**src/rtl/alarm_ctrl.sv**
```systemverilog
// Alarm sequencer: detects the alarm instant from the timekeeper, runs the
// ring/snooze/stop state machine and drives a gated buzzer tone.
module alarm_ctrl #(
  parameter int unsigned CLK_PER_SEC      = 1000,
  parameter int unsigned RING_TIMEOUT_SEC = 60,
  parameter int unsigned SNOOZE_SEC       = 300,
  parameter int unsigned MAX_SNOOZE       = 3,
  parameter int unsigned TONE_HALF        = 1
) (
  input  logic        CLK,
  input  logic        RESETN,
  input  logic [17:0] CUR_TIME,
  input  logic [16:0] ALARM_TIME,
  input  logic        ALARM_EN,
  input  logic        SETTING,
  input  logic        BTN_SNOOZE,
  input  logic        BTN_STOP,
  output logic        BUZZER,
  output logic        ALARM_ACTIVE,
  output logic        SNOOZED,
  output logic [1:0]  STATE
);

  typedef enum logic [1:0] {
    StIdle   = 2'd0,
    StRing   = 2'd1,
    StSnooze = 2'd2
  } state_e;

  localparam int unsigned BeepW = $clog2(CLK_PER_SEC);
  localparam int unsigned ToneW = $clog2(TONE_HALF + 1);
  localparam logic [BeepW-1:0] BeepLast = BeepW'(CLK_PER_SEC - 1);
  localparam logic [BeepW-1:0] BeepHalf = BeepW'(CLK_PER_SEC / 2);
  localparam logic [ToneW-1:0] ToneLast = ToneW'(TONE_HALF - 1);
  localparam logic [15:0]      RingTo   = 16'(RING_TIMEOUT_SEC);
  localparam logic [15:0]      SnzLoad  = 16'(SNOOZE_SEC);
  localparam logic [2:0]       MaxSnz   = 3'(MAX_SNOOZE);

  logic [2:0] snz_sync_q, stop_sync_q;
  logic       snz_pulse_q, stop_pulse_q;
  logic [5:0] prev_sec_q;
  logic       prev_match_q;

  state_e           state_q, state_d;
  logic [15:0]      ring_sec_q, ring_sec_d;
  logic [15:0]      snz_sec_q, snz_sec_d;
  logic [2:0]       snz_cnt_q, snz_cnt_d;
  logic [BeepW-1:0] beep_q, beep_d;
  logic [ToneW-1:0] tone_cnt_q, tone_cnt_d;
  logic             tone_q, tone_d;
  logic             buzzer_q, buzzer_d;
  logic             active_q, snoozed_q;
  logic             restart;

  logic sec_tick, match, fire;
  logic unused_meridian;

  // Meridian is a display attribute only; HOUR is already 0..23.
  assign unused_meridian = CUR_TIME[17];

  assign sec_tick = !SETTING && (CUR_TIME[5:0] != prev_sec_q);
  assign match    = ALARM_EN && !SETTING && (CUR_TIME[16:0] == ALARM_TIME);
  assign fire     = match && !prev_match_q;

  always_comb begin
    state_d    = state_q;
    ring_sec_d = ring_sec_q;
    snz_sec_d  = snz_sec_q;
    snz_cnt_d  = snz_cnt_q;
    restart    = 1'b0;
    if (!ALARM_EN) begin
      state_d   = StIdle;
      snz_cnt_d = '0;
    end else begin
      case (state_q)
        StIdle: begin
          if (fire) begin
            state_d    = StRing;
            ring_sec_d = '0;
            snz_cnt_d  = '0;
            restart    = 1'b1;
          end
        end
        StRing: begin
          if (stop_pulse_q) begin
            state_d = StIdle;
          end else if (snz_pulse_q && (snz_cnt_q < MaxSnz)) begin
            state_d   = StSnooze;
            snz_sec_d = SnzLoad;
            snz_cnt_d = snz_cnt_q + 3'd1;
          end else if (sec_tick) begin
            ring_sec_d = ring_sec_q + 16'd1;
            if (ring_sec_d == RingTo) state_d = StIdle;
          end
        end
        StSnooze: begin
          if (stop_pulse_q) begin
            state_d = StIdle;
          end else if (sec_tick) begin
            snz_sec_d = snz_sec_q - 16'd1;
            if (snz_sec_d == 16'd0) begin
              state_d    = StRing;
              ring_sec_d = '0;
              restart    = 1'b1;
            end
          end
        end
        default: state_d = StIdle;
      endcase
    end
  end

  // Envelope and tone restart on every entry to ringing so each ring begins with a beep.
  always_comb begin
    beep_d     = beep_q;
    tone_cnt_d = tone_cnt_q;
    tone_d     = tone_q;
    if (restart) begin
      beep_d     = '0;
      tone_cnt_d = '0;
      tone_d     = 1'b0;
    end else if (state_q == StRing) begin
      beep_d = (beep_q == BeepLast) ? '0 : beep_q + BeepW'(1);
      if (tone_cnt_q == ToneLast) begin
        tone_cnt_d = '0;
        tone_d     = ~tone_q;
      end else begin
        tone_cnt_d = tone_cnt_q + ToneW'(1);
      end
    end
    buzzer_d = (state_d == StRing) && (beep_d < BeepHalf) && tone_d;
  end

  always_ff @(posedge CLK) begin
    if (!RESETN) begin
      snz_sync_q   <= '0;
      stop_sync_q  <= '0;
      snz_pulse_q  <= 1'b0;
      stop_pulse_q <= 1'b0;
      prev_sec_q   <= '0;
      prev_match_q <= 1'b1;
      state_q      <= StIdle;
      ring_sec_q   <= '0;
      snz_sec_q    <= '0;
      snz_cnt_q    <= '0;
      beep_q       <= '0;
      tone_cnt_q   <= '0;
      tone_q       <= 1'b0;
      buzzer_q     <= 1'b0;
      active_q     <= 1'b0;
      snoozed_q    <= 1'b0;
    end else begin
      snz_sync_q   <= {snz_sync_q[1:0], BTN_SNOOZE};
      stop_sync_q  <= {stop_sync_q[1:0], BTN_STOP};
      snz_pulse_q  <= snz_sync_q[1] & ~snz_sync_q[2];
      stop_pulse_q <= stop_sync_q[1] & ~stop_sync_q[2];
      prev_sec_q   <= CUR_TIME[5:0];
      prev_match_q <= match;
      state_q      <= state_d;
      ring_sec_q   <= ring_sec_d;
      snz_sec_q    <= snz_sec_d;
      snz_cnt_q    <= snz_cnt_d;
      beep_q       <= beep_d;
      tone_cnt_q   <= tone_cnt_d;
      tone_q       <= tone_d;
      buzzer_q     <= buzzer_d;
      active_q     <= (state_d == StRing);
      snoozed_q    <= (state_d == StSnooze);
    end
  end

  assign BUZZER       = buzzer_q;
  assign ALARM_ACTIVE = active_q;
  assign SNOOZED      = snoozed_q;
  assign STATE        = state_q;

endmodule

```
**config.mk**
```make
export PLATFORM = sky130hd
export DESIGN_NAME = alarm_ctrl
export DESIGN_NICKNAME = d
export VERILOG_FILES = /design/src/rtl/alarm_ctrl.sv
export SDC_FILE = /design/constraint.sdc
export NUM_CORES = 1
export LEC_CHECK = 0
export CORE_MARGIN = 5
export CORE_UTILIZATION = 57
export CTS_BUF_LIST = sky130_fd_sc_hd__clkbuf_8
export CTS_CLUSTER_DIAMETER = 60
export CTS_CLUSTER_SIZE = 14
export DETAILED_ROUTE_END_ITERATION = 12
export PLACE_DENSITY = 0.89
export SLEW_MARGIN = 20
export SYNTH_ARGS = -nofsm -noshare
export SYNTH_HDL_FRONTEND = slang
export SYNTH_SLANG_ARGS = --single-unit
```
**constraint.sdc**
```tcl
create_clock -name CLK -period 3.1 [get_ports CLK]
set_input_delay 0.31 -clock CLK [delete_from_list [all_inputs] [get_ports CLK]]
set_output_delay 0.31 -clock CLK [all_outputs]
set_load 0.005 [all_outputs]
```
Word level (Yosys, flattened, before mapping):

Cells that the tools add are included.

* register bits: 67
* bits of input ports: 41
* output and inout port bits: 5
* logic and storage cells: 104

* add/subtract/negate cells: 5
* order comparisons: 2
* equal/unequal tests: 16
* mux-type cells: 40
* bitwise gates (word level): 6
* reductions and logical operators: 19

Operators with widths (number)
* $mux W16: 11
* $pmux W16 S3: 1
* $pmux W16 S2: 1
* $mux W10: 3
* $mux W2: 9
* $eq A17 B17 Y1: 1
* $add A16 B1 Y16 const B: 1
* $eq A16 B6 Y1 const B: 1
* $logic_not A16 Y1: 1
* $ne A2 B2 Y1 const B: 8
* $sub A16 B1 Y16 const B: 1
* $add A10 B1 Y10 const B: 1
* $eq A10 B10 Y1 const B: 1
* $lt A10 B9 Y1 const B: 1
* $mux W1: 9
* $mux W3: 3
* $reduce_and A9 Y1: 1
* $logic_and A1 B1 Y1: 7
* $ne A6 B6 Y1: 1
* $pmux W2 S3: 1
* $pmux W3 S2: 1
* $reduce_and A6 Y1: 1
* $eq A2 B1 Y1 const B: 2
* $eq A2 B2 Y1 const B: 2
* 13 further kinds: 19

Depth between registers and ports, before layout:

Gate-level depths: netlist (run 1).

* depth after elaboration: 11
* depth in mapped cells: 13
* gate-level depth less buffers: 9

Least setup slack after synthesis (run 1):

OpenSTA, ideal clock, no wires.

* path kind: register -> register
* start point: register snz_sec_q[0]
* end point: register ring_sec_q[13]
* arrival time: 2536 ps
* required time: 2975 ps
* slack: 439 ps
* stages on the path, launching flop included: 14
* period minus slack after synthesis: 2661 ps
* path through: dfxtp_1 > clkbuf_1 > inv_1 > ha_1 > buf_2 > o21bai_1 > a211o_1 > o211a_1 > a2111oi_4 > o221ai_2 > buf_6 > buf_2 > o211ai_1 > o31ai_1

* cells in the longest elaborated chain, start to end: 4

RTL lines
* from (decl): RTL line 46 `logic [15:0] snz_sec_q, snz_sec_d;`
* from (signal assigned): RTL line 161 `snz_sec_q <= snz_sec_d;`
* $sub A16 B1 Y16: RTL line 100 `snz_sec_d = snz_sec_q - 16'd1;`
* $logic_not A16 Y1: RTL line 101 `if (snz_sec_d == 16'd0) begin`
* $ne A2 B2 Y1 (no line)
* $reduce_and A9 Y1 (no line)
* to (signal assigned): RTL line 160 `ring_sec_q <= ring_sec_d;`
* to (decl): RTL line 45 `logic [15:0] ring_sec_q, ring_sec_d;`

Every way passes these cells.
A chain may end at the register's enable or synchronous reset.

Worst setup path after layout (run 1):

* start point: register snz_sec_q[1]
* end point: register snz_sec_q[14]

* cells in the longest elaborated chain, start to end: 4

RTL lines
* $sub A16 B1 Y16: RTL line 100
* $mux W16: RTL line 99 `end else if (sec_tick) begin`
* $mux W16: RTL line 97 `if (stop_pulse_q) begin`
* $pmux W16 S2: RTL line 75 `case (state_q)`

Every way passes these cells. The select of a mux whose other input is x is not followed.

==> results of run 1 <==
[kinds of logic (layout without fill, tap and decap cells)]
logic type	Yosys count	in the layout	synth area share
flip-flops	66	66	0.367
AO/OA/AOI/OAI	108	108	0.196
multiplexers	1	1	0.00313
buffers and inverters	34	88	0.0392
adder cells (fa/ha/maj)	5	5	0.0174
XOR/XNOR	35	35	0.0851
AND/OR/NAND/NOR	198	198	0.292
[cell usage in the layout (no fill, tap or decap), types with 2 or more instances in the layout]
cell type	n
nand2b_1	5
nor2b_1	4
o21ai_0	25
and4_1	3
buf_4	16
and3_1	5
nor3b_1	2
nand2_1	31
a211oi_1	3
o21a_1	5
or2_2	6
inv_1	12
nand3_1	17
a311oi_1	3
nand4_1	7
a21oi_1	31
a31oi_1	11
nor3_1	22
and2_1	15
xnor2_1	9
clkdlybuf4s50_1	44
a41oi_1	2
ha_1	5
a211o_1	4
or3_1	9
dfxtp_1	66
nor2_1	46
clkbuf_8	9
a21boi_0	3
a21o_1	4
nor4_1	10
xor2_1	26
clkinv_4	2
o211ai_1	2
inv_6	3
or3b_2	2
nand4b_1	5
o22ai_1	3
o31ai_1	2
[final cells by class]
class	instances	area, um2
clock buffers	9	124
clock inverters	7	85.1
fillers	465	1850
inverters	12	45.0
multi-input cells	347	2160
flip-flops and latches	66	1320
well taps	77	96.3
repair buffers	60	561
[Yosys cell counts, types with 2 or more instances]
library cell,number,share of area
dfxtp_1,66,0.37
nor2_1,46,0.048
a21oi_1,31,0.043
nand2_1,31,0.032
xor2_1,26,0.063
o21ai_0,25,0.035
nor3_1,22,0.031
nand3_1,17,0.024
clkbuf_1,16,0.017
and2_1,15,0.026
inv_1,12,0.013
a31oi_1,11,0.019
nor4_1,10,0.017
or3_1,9,0.016
xnor2_1,9,0.022
nand4_1,7,0.012
or2_2,6,0.010
and3_1,5,0.0087
buf_2,5,0.0069
ha_1,5,0.017
nand2b_1,5,0.0087
nand4b_1,5,0.012
o21a_1,5,0.010
a211o_1,4,0.0097
a21o_1,4,0.0083
nor2b_1,4,0.0069
a211oi_1,3,0.0063
a21boi_0,3,0.0063
a311oi_1,3,0.0073
and4_1,3,0.0073
nor3b_1,3,0.0063
o22ai_1,3,0.0052
a41oi_1,2,0.0049
o211ai_1,2,0.0042
o31ai_1,2,0.0042
or3b_2,2,0.0049
[worst paths after layout]
check                                                  end  slack [ns]                       from  depth (start not counted)
worst max-delay path            snz_sec_q[14]$_SDFFE_PN0P_        0.25  snz_sec_q[1]$_SDFFE_PN0P_                         10
worst min-delay path               stop_pulse_q$_SDFF_PN0_        0.39  stop_sync_q[2]$_SDFF_PN0_                          1
worst max register to register  snz_sec_q[14]$_SDFFE_PN0P_        0.25  snz_sec_q[1]$_SDFFE_PN0P_                         10
worst min register to register     stop_pulse_q$_SDFF_PN0_        0.39  stop_sync_q[2]$_SDFF_PN0_                          1
[registers in the layout (all words and copies together), names as in the netlist, 2 cells and up]
signal,cells
STATE,2
stop_sync_q,3
beep_q,10
snz_sync_q,3
snz_cnt_q,3
snz_sec_q,16
prev_sec_q,6
ring_sec_q,16
[where the power goes]
part / internal [W] / switching, W
combinational: 0.0000699 / 0.0000451
clock: 0.000388 / 0.000387
sequential: 0.000855 / 0.00000346
[metal layers]
metal / wire, um / vias to the layer above / share of wire / track usage
met5: 0 / - / 0 / 0
met4: 233 / 0 / 0.027 / 0.0988
met3: 506 / 26 / 0.059 / 0.0396
met2: 4240 / 139 / 0.49 / 0.413
met1: 3620 / 1629 / 0.42 / 0.277
li1: - / 1716 / - / -
[stage by stage]
step	utilization	std cells
6_report	0.703	578
5_1_grt	0.703	578
4_1_cts	0.700	578
3_5_place_dp	0.667	562
3_3_place_gp	0.667	562
2_1_floorplan	-	447
==> impl_results.md, run 1 <==
- Status: finished clean
- Slack of the critical path: 0.246 ns
- Vias: 3,510
- Seq/Total Area, Yosys: 0.367
- Critical path capture point type: register
- Hold slack: 0.393 ns
- Drt wl/cell: 14.9 um
- CTS root buf: clkbuf_8
- Post-CTS Setup Bufs: 0
- Die Height: 89.5 um
- Longest Clk Path Bufs: 2
- CP required: 3.40 ns
- Iter 0 DRT Violations: 325
- Yosys warnings: 0
- CORE AREA: 6240 um2
- Mapped Nets: 493
- Post-synthesis async set-or-reset flop share: 0
- Detailed-route wire length: 8600 um
- CP arrival: 3.15 ns
- HPWL Detailed: 6150 um
- Buffers & Inverters on Critical Path: 2
- CP Cell Sequence: inv_1 > ha_1 > buf_4 > or3b_2 > nor3_1 > nand2_1 > or2_2 > or2_2 > nor3_1 > a31o_2
- Finished Cell Area: 4390 um2
- P&R area growth vs syn: 21.8%
- Global-route wire length before repair: 14,800 um
- Cts bufs inserted: 9
- Final hold violation count: 0
- Cells after synthesis: 447
- CP top delay family: simple AND/OR/NAND/NOR gates
- Yosys cell types: 56
- Power consumption: 0.00175 W
- Relative slew slack: 0.637
- Die width: 89.5 um
- TritonCTS clock tree: yes
- MaxCap Viol Count: 0
- Vias in the first global route: 3,384
- TritonRoute pass-1 iters: 5
- Die area: 8010 um2
- Clock skew: 0.00659 ns
- Setup CP Type: register to register
- Slowest cell on crit path: or3b_2
- Clk slew on worst S/H paths: 0.08 ns
- Resized cells post-CTS: 0
- Final Cycle Share: 0.921
- Vias per cell: 6.07
- Peak VDD IR: 0.000340 V
- Initial antenna violation count: 0
- Final Max Slew Viols: 0
- Overflow after GRT: 0
- Post-Syn Area: 3600 um2
- Setup-failing EPs final: 0
- Antenna fix cells: 0
- Slew @ Worst Pin: 0.541 ns
- Routability Congestion: 0.896
- CP startpoint kind: register
- Pre-CTS setup slack: 0.209 ns
- CTS Hold Bufs: 0
- Min Clock Period, post-route: 2.85 ns
- RSZ-0062 raised after global routing: no
- Fmax: 350 MHz
- Share of cells above drive strength 1: 0.0978
- Placed cell area: 4160 um2
- Clock sinks: 66
- Leakage: 1.60 nW
- Post-synth EDFFs: 0
- I/O Pins: 46
- PwrDens: 399 nW/um2
- Synthesized area per cell: 8.06 um2
- GR Util All Layers: 0.233
- IO Port Bufs: 44
- Setup TNS: 0 ns
- Starting density of the core: 0.577
- Hold Crit Class: register to register
- Routed Antenna Nets: 0
- Max Fanout on Critical Path: 9
- Yosys reg bits: 66
- Ys flop type: dfxtp_1
- Final Net Count: 542
- CTS H-tree depth: 3
- Largest net degree at the start of global routing: 25
- Critical path's largest stage delay: 0.45 ns
- DR DRC count: 0
- Row Count: 29
- Skew-Pair Late Insertion Delay: 0.35 ns
Power figures use the tool's default switching activity.
==> run 2: changes to the inputs <==
--- a/config.mk
+++ b/config.mk
@@ -9,7 +9,6 @@
 export CORE_UTILIZATION = 57
 export CTS_BUF_LIST = sky130_fd_sc_hd__clkbuf_8
 export CTS_CLUSTER_DIAMETER = 60
-export CTS_CLUSTER_SIZE = 14
 export DETAILED_ROUTE_END_ITERATION = 12
 export PLACE_DENSITY = 0.89
 export SLEW_MARGIN = 20
==> results of run 2 <==
No change in the layout: final DEF, timing and power equal those of run 1.
